## src/rtl/cam_ov7670_emu_pkg.sv

```systemverilog
// Shared constants for the OV7670 pixel-bus emulator:
// FSM states, pattern selects and RGB565 bar colours.
package cam_ov7670_emu_pkg;

    typedef enum logic [2:0] {
        ST_IDLE,
        ST_VSYNC,
        ST_VBP,
        ST_ACTIVE,
        ST_VFP
    } cam_state_e;

    localparam logic [1:0] PAT_BARS  = 2'd0;
    localparam logic [1:0] PAT_GRAD  = 2'd1;
    localparam logic [1:0] PAT_CHECK = 2'd2;
    localparam logic [1:0] PAT_INDEX = 2'd3;

    localparam logic [15:0] RGB_WHITE   = 16'hFFFF;
    localparam logic [15:0] RGB_YELLOW  = 16'hFFE0;
    localparam logic [15:0] RGB_CYAN    = 16'h07FF;
    localparam logic [15:0] RGB_GREEN   = 16'h07E0;
    localparam logic [15:0] RGB_MAGENTA = 16'hF81F;
    localparam logic [15:0] RGB_RED     = 16'hF800;
    localparam logic [15:0] RGB_BLUE    = 16'h001F;
    localparam logic [15:0] RGB_BLACK   = 16'h0000;

    function automatic logic [15:0] bar_colour(input logic [2:0] bar);
        logic [15:0] c;
        case (bar)
            3'd0:    c = RGB_WHITE;
            3'd1:    c = RGB_YELLOW;
            3'd2:    c = RGB_CYAN;
            3'd3:    c = RGB_GREEN;
            3'd4:    c = RGB_MAGENTA;
            3'd5:    c = RGB_RED;
            3'd6:    c = RGB_BLUE;
            default: c = RGB_BLACK;
        endcase
        return c;
    endfunction

    function automatic int unsigned max2(input int unsigned a, input int unsigned b);
        return (a > b) ? a : b;
    endfunction

endpackage

```

## src/rtl/cam_emu_pattern.sv

```systemverilog
// Test-pattern generator: RGB565 colour for pixel (x, y),
// with incremental bar and index counters instead of divide/multiply.
module cam_emu_pattern
    import cam_ov7670_emu_pkg::*;
#(
    parameter int unsigned CAM_SCREEN_X = 160,
    parameter int unsigned XW           = 8
) (
    input  logic          clk,
    input  logic          rst,
    input  logic [1:0]    sel,
    input  logic [XW-1:0] x,
    input  logic [5:0]    y_hi,
    input  logic          px_step,
    input  logic          line_clr,
    input  logic          frame_clr,
    output logic [15:0]   p
);

    localparam logic [15:0]   XL     = 16'(CAM_SCREEN_X);
    localparam logic [XW-1:0] X_LAST = XW'(CAM_SCREEN_X - 1);

    logic [2:0]  bar_q, bar_d;
    logic [15:0] rem_q, rem_d;
    logic [15:0] idx_q, idx_d;
    logic [15:0] rem_nx;

    // Invariant 8*x = bar*X + rem; one step per pixel suffices for X >= 8.
    always_comb begin
        bar_d  = bar_q;
        rem_d  = rem_q;
        idx_d  = idx_q;
        rem_nx = rem_q + 16'd8;
        if (line_clr) begin
            bar_d = 3'd0;
            rem_d = 16'd0;
        end else if (px_step && (x != X_LAST)) begin
            if (rem_nx >= XL) begin
                bar_d = bar_q + 3'd1;
                rem_d = rem_nx - XL;
            end else begin
                rem_d = rem_nx;
            end
        end
        if (frame_clr) begin
            idx_d = 16'd0;
        end else if (px_step) begin
            idx_d = idx_q + 16'd1;
        end
    end

    always_comb begin
        p = 16'd0;
        case (sel)
            PAT_BARS:  p = bar_colour(bar_q);
            PAT_GRAD:  p = {x[7:3], y_hi, ~x[7:3]};
            PAT_CHECK: p = (x[3] ^ y_hi[2]) ? 16'hFFFF : 16'h0000;
            default:   p = idx_q;
        endcase
    end

    always_ff @(posedge clk or negedge rst) begin
        if (!rst) begin
            bar_q <= 3'd0;
            rem_q <= 16'd0;
            idx_q <= 16'd0;
        end else begin
            bar_q <= bar_d;
            rem_q <= rem_d;
            idx_q <= idx_d;
        end
    end

endmodule

```

## src/rtl/cam_ov7670_emu.sv

```systemverilog
// OV7670-style pixel-bus transmitter: QQVGA vsync/href timing,
// RGB565 bytes (high first) from a selectable test pattern.
module cam_ov7670_emu
    import cam_ov7670_emu_pkg::*;
#(
    parameter int unsigned CAM_SCREEN_X = 160,
    parameter int unsigned CAM_SCREEN_Y = 120,
    parameter int unsigned HBLANK       = 144,
    parameter int unsigned VSYNC_LINES  = 3,
    parameter int unsigned VBP_LINES    = 17,
    parameter int unsigned VFP_LINES    = 10
) (
    input  logic       clk,
    input  logic       rst,
    input  logic       en,
    input  logic [1:0] pattern_sel,
    output logic       vsync,
    output logic       href,
    output logic [7:0] px_data,
    output logic       frame_done
);

    localparam int unsigned LINE_LEN  = 2 * CAM_SCREEN_X + HBLANK;
    localparam int unsigned MAX_LINES = max2(max2(VSYNC_LINES, VBP_LINES),
                                             max2(CAM_SCREEN_Y, VFP_LINES));
    // Minimum widths keep the pattern's x[7:3] / y[6:1] taps in range.
    localparam int unsigned HC_W = max2($clog2(LINE_LEN), 9);
    localparam int unsigned VC_W = max2($clog2(MAX_LINES), 7);

    localparam logic [HC_W-1:0] HC_LAST = HC_W'(LINE_LEN - 1);
    localparam logic [HC_W-1:0] HC_ACT  = HC_W'(2 * CAM_SCREEN_X);
    localparam logic [VC_W-1:0] VS_M1   = VC_W'(VSYNC_LINES - 1);
    localparam logic [VC_W-1:0] VBP_M1  = VC_W'(max2(VBP_LINES, 1) - 1);
    localparam logic [VC_W-1:0] ACT_M1  = VC_W'(CAM_SCREEN_Y - 1);
    localparam logic [VC_W-1:0] VFP_M1  = VC_W'(max2(VFP_LINES, 1) - 1);

    cam_state_e      state_q, state_d;
    logic [HC_W-1:0] hc_q, hc_d;
    logic [VC_W-1:0] vc_q, vc_d;
    logic [1:0]      sel_q, sel_d;
    logic            vsync_q, vsync_d;
    logic            href_q, href_d;
    logic [7:0]      px_q, px_d;
    logic            fd_q, fd_d;

    logic [VC_W-1:0] lines_m1;
    logic            line_end;
    logic            state_end;
    logic [15:0]     p;

    always_comb begin
        state_d  = state_q;
        hc_d     = hc_q;
        vc_d     = vc_q;
        sel_d    = sel_q;
        lines_m1 = '0;
        case (state_q)
            ST_VSYNC:  lines_m1 = VS_M1;
            ST_VBP:    lines_m1 = VBP_M1;
            ST_ACTIVE: lines_m1 = ACT_M1;
            ST_VFP:    lines_m1 = VFP_M1;
            default:   lines_m1 = '0;
        endcase
        line_end  = (hc_q == HC_LAST);
        state_end = line_end && (vc_q == lines_m1);
        if (line_end) begin
            hc_d = '0;
            vc_d = vc_q + VC_W'(1);
        end else begin
            hc_d = hc_q + HC_W'(1);
        end
        case (state_q)
            ST_IDLE: begin
                hc_d = '0;
                vc_d = '0;
                if (en) begin
                    state_d = ST_VSYNC;
                    sel_d   = pattern_sel;
                end
            end
            ST_VSYNC: begin
                if (state_end) begin
                    state_d = (VBP_LINES > 0) ? ST_VBP : ST_ACTIVE;
                end
            end
            ST_VBP: begin
                if (state_end) begin
                    state_d = ST_ACTIVE;
                end
            end
            ST_ACTIVE: begin
                if (state_end) begin
                    if (VFP_LINES > 0) begin
                        state_d = ST_VFP;
                    end else if (en) begin
                        state_d = ST_VSYNC;
                        sel_d   = pattern_sel;
                    end else begin
                        state_d = ST_IDLE;
                    end
                end
            end
            ST_VFP: begin
                if (state_end) begin
                    if (en) begin
                        state_d = ST_VSYNC;
                        sel_d   = pattern_sel;
                    end else begin
                        state_d = ST_IDLE;
                    end
                end
            end
            default: state_d = ST_IDLE;
        endcase
        if (state_d != state_q) begin
            hc_d = '0;
            vc_d = '0;
        end
    end

    always_comb begin
        vsync_d = (state_q == ST_VSYNC);
        href_d  = (state_q == ST_ACTIVE) && (hc_q < HC_ACT);
        px_d    = 8'd0;
        if (href_d) begin
            px_d = hc_q[0] ? p[7:0] : p[15:8];
        end
        fd_d = (state_q == ST_ACTIVE) && (vc_q == ACT_M1) && (hc_q == HC_ACT);
    end

    cam_emu_pattern #(
        .CAM_SCREEN_X(CAM_SCREEN_X),
        .XW          (HC_W - 1)
    ) u_pattern (
        .clk      (clk),
        .rst      (rst),
        .sel      (sel_q),
        .x        (hc_q[HC_W-1:1]),
        .y_hi     (vc_q[6:1]),
        .px_step  (href_d && hc_q[0]),
        .line_clr (!href_d),
        .frame_clr(state_q != ST_ACTIVE),
        .p        (p)
    );

    always_ff @(posedge clk or negedge rst) begin
        if (!rst) begin
            state_q <= ST_IDLE;
            hc_q    <= '0;
            vc_q    <= '0;
            sel_q   <= 2'd0;
            vsync_q <= 1'b0;
            href_q  <= 1'b0;
            px_q    <= 8'd0;
            fd_q    <= 1'b0;
        end else begin
            state_q <= state_d;
            hc_q    <= hc_d;
            vc_q    <= vc_d;
            sel_q   <= sel_d;
            vsync_q <= vsync_d;
            href_q  <= href_d;
            px_q    <= px_d;
            fd_q    <= fd_d;
        end
    end

    assign vsync      = vsync_q;
    assign href       = href_q;
    assign px_data    = px_q;
    assign frame_done = fd_q;

endmodule

```

## config.mk

```make
export PLATFORM = sky130hd
export DESIGN_NAME = cam_ov7670_emu
export DESIGN_NICKNAME = d
export VERILOG_FILES = /design/src/rtl/cam_ov7670_emu_pkg.sv /design/src/rtl/cam_emu_pattern.sv /design/src/rtl/cam_ov7670_emu.sv
export SDC_FILE = /design/constraint.sdc
export NUM_CORES = 1
export LEC_CHECK = 0
export ABC_AREA = 0
export CORE_ASPECT_RATIO = 1.5
export CORE_UTILIZATION = 55
export CTS_CLUSTER_DIAMETER = 60
export DETAILED_ROUTE_END_ITERATION = 10
export HOLD_SLACK_MARGIN = 0.08
export PLACE_DENSITY = 0.73
export SYNTH_ARGS = -nofsm -noshare
export SYNTH_HDL_FRONTEND = slang
export SYNTH_HIERARCHICAL = 1
export SYNTH_SLANG_ARGS = --single-unit
```

## constraint.sdc

```tcl
create_clock -name clk -period 4.3 [get_ports clk]
set_clock_uncertainty 0.05 [all_clocks]
set_input_delay 0.86 -clock clk [delete_from_list [all_inputs] [get_ports clk]]
set_output_delay 0.86 -clock clk [all_outputs]
set_load 0.1 [all_outputs]
```

==> impl_metrics.env <==
export IMPL_root_buffer="clkbuf_16"
export IMPL_post_dp_hpwl_um=6914
export IMPL_avgRoutedWirePerCell_um=16.12
export IMPL_outcome="completed"
export IMPL_r2r_setup_slack_ns=0.91
export IMPL_cts_inserted_buffers=9
export IMPL_drt_initial_drc_count=301
export IMPL_ios=16
export IMPL_critPathKind="reg2reg"
export IMPL_finalSetupViolations=0
export IMPL_vias=3584
export IMPL_syn_area_um2=4313
export IMPL_start_util=0.5666
export IMPL_die_area_um2=8207
export IMPL_synthFlopType="dfrtp_1"
export IMPL_globalRouteOverflowTotal=0
export IMPL_postSynthCellCount=494
export IMPL_grt_max_degree=36
export IMPL_grt_first_pass_wirelength_um=16690
export IMPL_detail_route_antenna_nets=0
export IMPL_hold_path_class="in2async"
export IMPL_powerDensity_nw_per_um2=304.7
export IMPL_wl_um=9705
export IMPL_cts_tree="done"
export IMPL_start_kind="flip-flop"
export IMPL_cp_data_arrival_time_ns=3.57
export IMPL_gp_congestion=0.9059
export IMPL_drv_slew=0
export IMPL_port_buffers=15
export IMPL_seq_area_frac_synth=0.3713
export IMPL_timing_setup_tns_ns=0
export IMPL_multi_input_area_um2=2520
export IMPL_core_area_um2=7612
export IMPL_ys_ff_latch=64
export IMPL_ys_types=73
export IMPL_dp_cells=586
export IMPL_cts_sinks=64
export IMPL_reg2regPathDepth=8
export IMPL_grt_total_usage=0.2664
export IMPL_avgSynthCellArea_um2=8.731
export IMPL_fin_area_um2=4816
export IMPL_htreeDepth=3
export IMPL_hold_buffers=0
export IMPL_grt_pass1_vias=3532
export IMPL_r2r_start="u_pattern/rem_q[3]$_DFFE_PN0P_"
export IMPL_period_share=0.7885
export IMPL_final_seq_area_um2=1602
export IMPL_tightest_slew_ns=0.9770
export IMPL_async_flop_share=1.000
export IMPL_antenna_found_initial=0
export IMPL_cts_resized=0
export IMPL_dieHeight_um=110.5
export IMPL_reg2reg_to="u_pattern/rem_q[9]$_DFFE_PN0P_"
export IMPL_syn_nets=510
export IMPL_period_needed_ns=3.390
export IMPL_num_rows=39
export IMPL_cap_viol_max_count=0
export IMPL_hold_viol_final=0
export IMPL_routed_via_density=5.953
export IMPL_postLayoutCoreUtil=0.6326
export IMPL_relSlewSlack=0.3466
export IMPL_synth_edf_count=0
export IMPL_area_growth_pct=11.66
export IMPL_max_freq_ghz=0.2950
export IMPL_rsz0062_at_grt="false"
export IMPL_dr_pass1_iters=4
export IMPL_antenna_cells=0
export IMPL_ir_drop_v=0.0002924
export IMPL_n_fill_cell=680
export IMPL_cp_required_ns=4.48
export IMPL_postPlaceCellArea_um2=4469
export IMPL_clock_path_buffers=2
export IMPL_yosys_warnings=6
export IMPL_worstPathMaxFanout=11
export IMPL_critPathCaptureType="flip-flop"
export IMPL_drive_above_1_share=0.1060
export IMPL_fin_cells=602
export IMPL_power_leakage_uw=0.002054
export IMPL_die_x_um=74.31
export IMPL_final_nets=511
export IMPL_clk_pin_slew_ns=0.06
export IMPL_drc=0
export IMPL_cts_setup_buffers=0
export IMPL_clk_latency_ns=0.34
## logic make-up after synthesis
family                     Yosys count  synth area share
DFF                                 64            0.3713
AOI/OAI and AO/OA                   93            0.1520
buffers and inverters               41           0.04612
and+or+nand+nor                    229            0.2744
muxes                               22           0.05512
adders and majority gates           11           0.03191
xor gates and xnor gates            34           0.06905
## critical path, stage by stage (launching register included)
cell and delay [ns]:
dfrtp_1 0.41, ha_1 0.44, nand4_2 0.23, nor3_1 0.38, a211oi_2 0.14, a2111oi_4 0.82
a2111oi_1 0.19, a211o_1 0.32, mux2_4 0.29
## cells in the mapped netlist, types with 4 or more instances
library cell / instances / area [µm²]
mux2_1: 4 / 45.04
mux2i_1: 14 / 140.1
nor2b_1: 7 / 43.79
a21oi_1: 37 / 185.2
clkbuf_1: 16 / 60.06
buf_6: 4 / 45.04
xor2_1: 19 / 166.4
or3_1: 10 / 62.56
nor4_1: 5 / 31.28
buf_2: 6 / 30.03
ha_1: 11 / 137.6
a31oi_1: 4 / 25.02
nand3_1: 10 / 50.05
or2_2: 5 / 31.28
o21ai_0: 14 / 70.07
xnor2_1: 15 / 131.4
nor2_1: 77 / 289.0
nand2_1: 49 / 183.9
inv_1: 12 / 45.04
and3_1: 6 / 37.54
nor3_1: 8 / 40.04
nand4_1: 14 / 87.58
nand3_2: 4 / 40.04
nand2b_1: 7 / 43.79
dfrtp_1: 64 / 1602
## area by class of cell
type / instances / area share
Sequential cell: 64 / 0.3326
Timing Repair Buffer: 19 / 0.03637
Tap cell: 102 / 0.02650
Inverter: 12 / 0.009353
Clock buffer: 11 / 0.05040
Clock inverter: 5 / 0.02156
Multi-Input combinational cell: 389 / 0.5233
## how the worst max path moves through the flow
stage | startpoint | end | slack [ns]
final | u_pattern/rem_q[3]$_DFFE_PN0P_ | u_pattern/rem_q[9]$_DFFE_PN0P_ | 0.91
after global routing | u_pattern/rem_q[3]$_DFFE_PN0P_ | u_pattern/rem_q[9]$_DFFE_PN0P_ | 0.75
after CTS | u_pattern/rem_q[3]$_DFFE_PN0P_ | u_pattern/rem_q[9]$_DFFE_PN0P_ | 0.95
after detailed placement | u_pattern/rem_q[3]$_DFFE_PN0P_ | u_pattern/rem_q[9]$_DFFE_PN0P_ | 0.94
after global placement | u_pattern/rem_q[3]$_DFFE_PN0P_ | u_pattern/rem_q[9]$_DFFE_PN0P_ | 1.09
after floorplan | state_q[2]$_DFF_PN0_ | u_pattern/rem_q[8]$_DFFE_PN0P_ | 1.63
## routing by layer
layer  share of wire  vias to the layer above  track usage
li1                -                     1761            -
met1            0.42                     1750       0.3204
met2            0.53                       59       0.4442
met3           0.030                       14      0.05018
met4           0.024                        0       0.1296
met5               0                        -            0
## per-stage QoR
| stage | power (µW) | setup WS [ns] | hold WS [ns] |
|---|---|---|---|
| final | 1467 | 0.9096 | 0.5063 |
| after global routing | 1506 | 0.7475 | 0.5583 |
| after CTS | 1484 | 0.9526 | 0.5148 |
| after detailed placement | 629.6 | 0.9406 | 0.5048 |
| after global placement | 629.5 | 1.092 | 0.4971 |
| after floorplan | 613.5 | 1.633 | 0.4518 |
## sequential cells by signal, indices dropped and copies added, names as in the netlist
signal	flops
vc_q	7
state_q	3
u_pattern/bar_q	3
u_pattern/idx_q	16
frame_done	1
hc_q	9
px_data	8
href	1
sel_q	2
vsync	1
u_pattern/rem_q	13
## layout by cell type, fill, tap and decap left out, types with 12 or more instances in the layout
master           instances
dfrtp_1                 64
xor2_1                  19
clkdlybuf4s50_1         14
nor2_1                  77
a21oi_1                 37
mux2i_1                 14
inv_1                   12
o21ai_0                 14
nand2_1                 49
xnor2_1                 15
nand4_1                 14
## where the power goes
part           internal, µW  switching (µW)
Combinational          3.29            11.8
Sequential              603               0
Clock                   582             268
No activity file was read; power rests on OpenSTA's default activity.
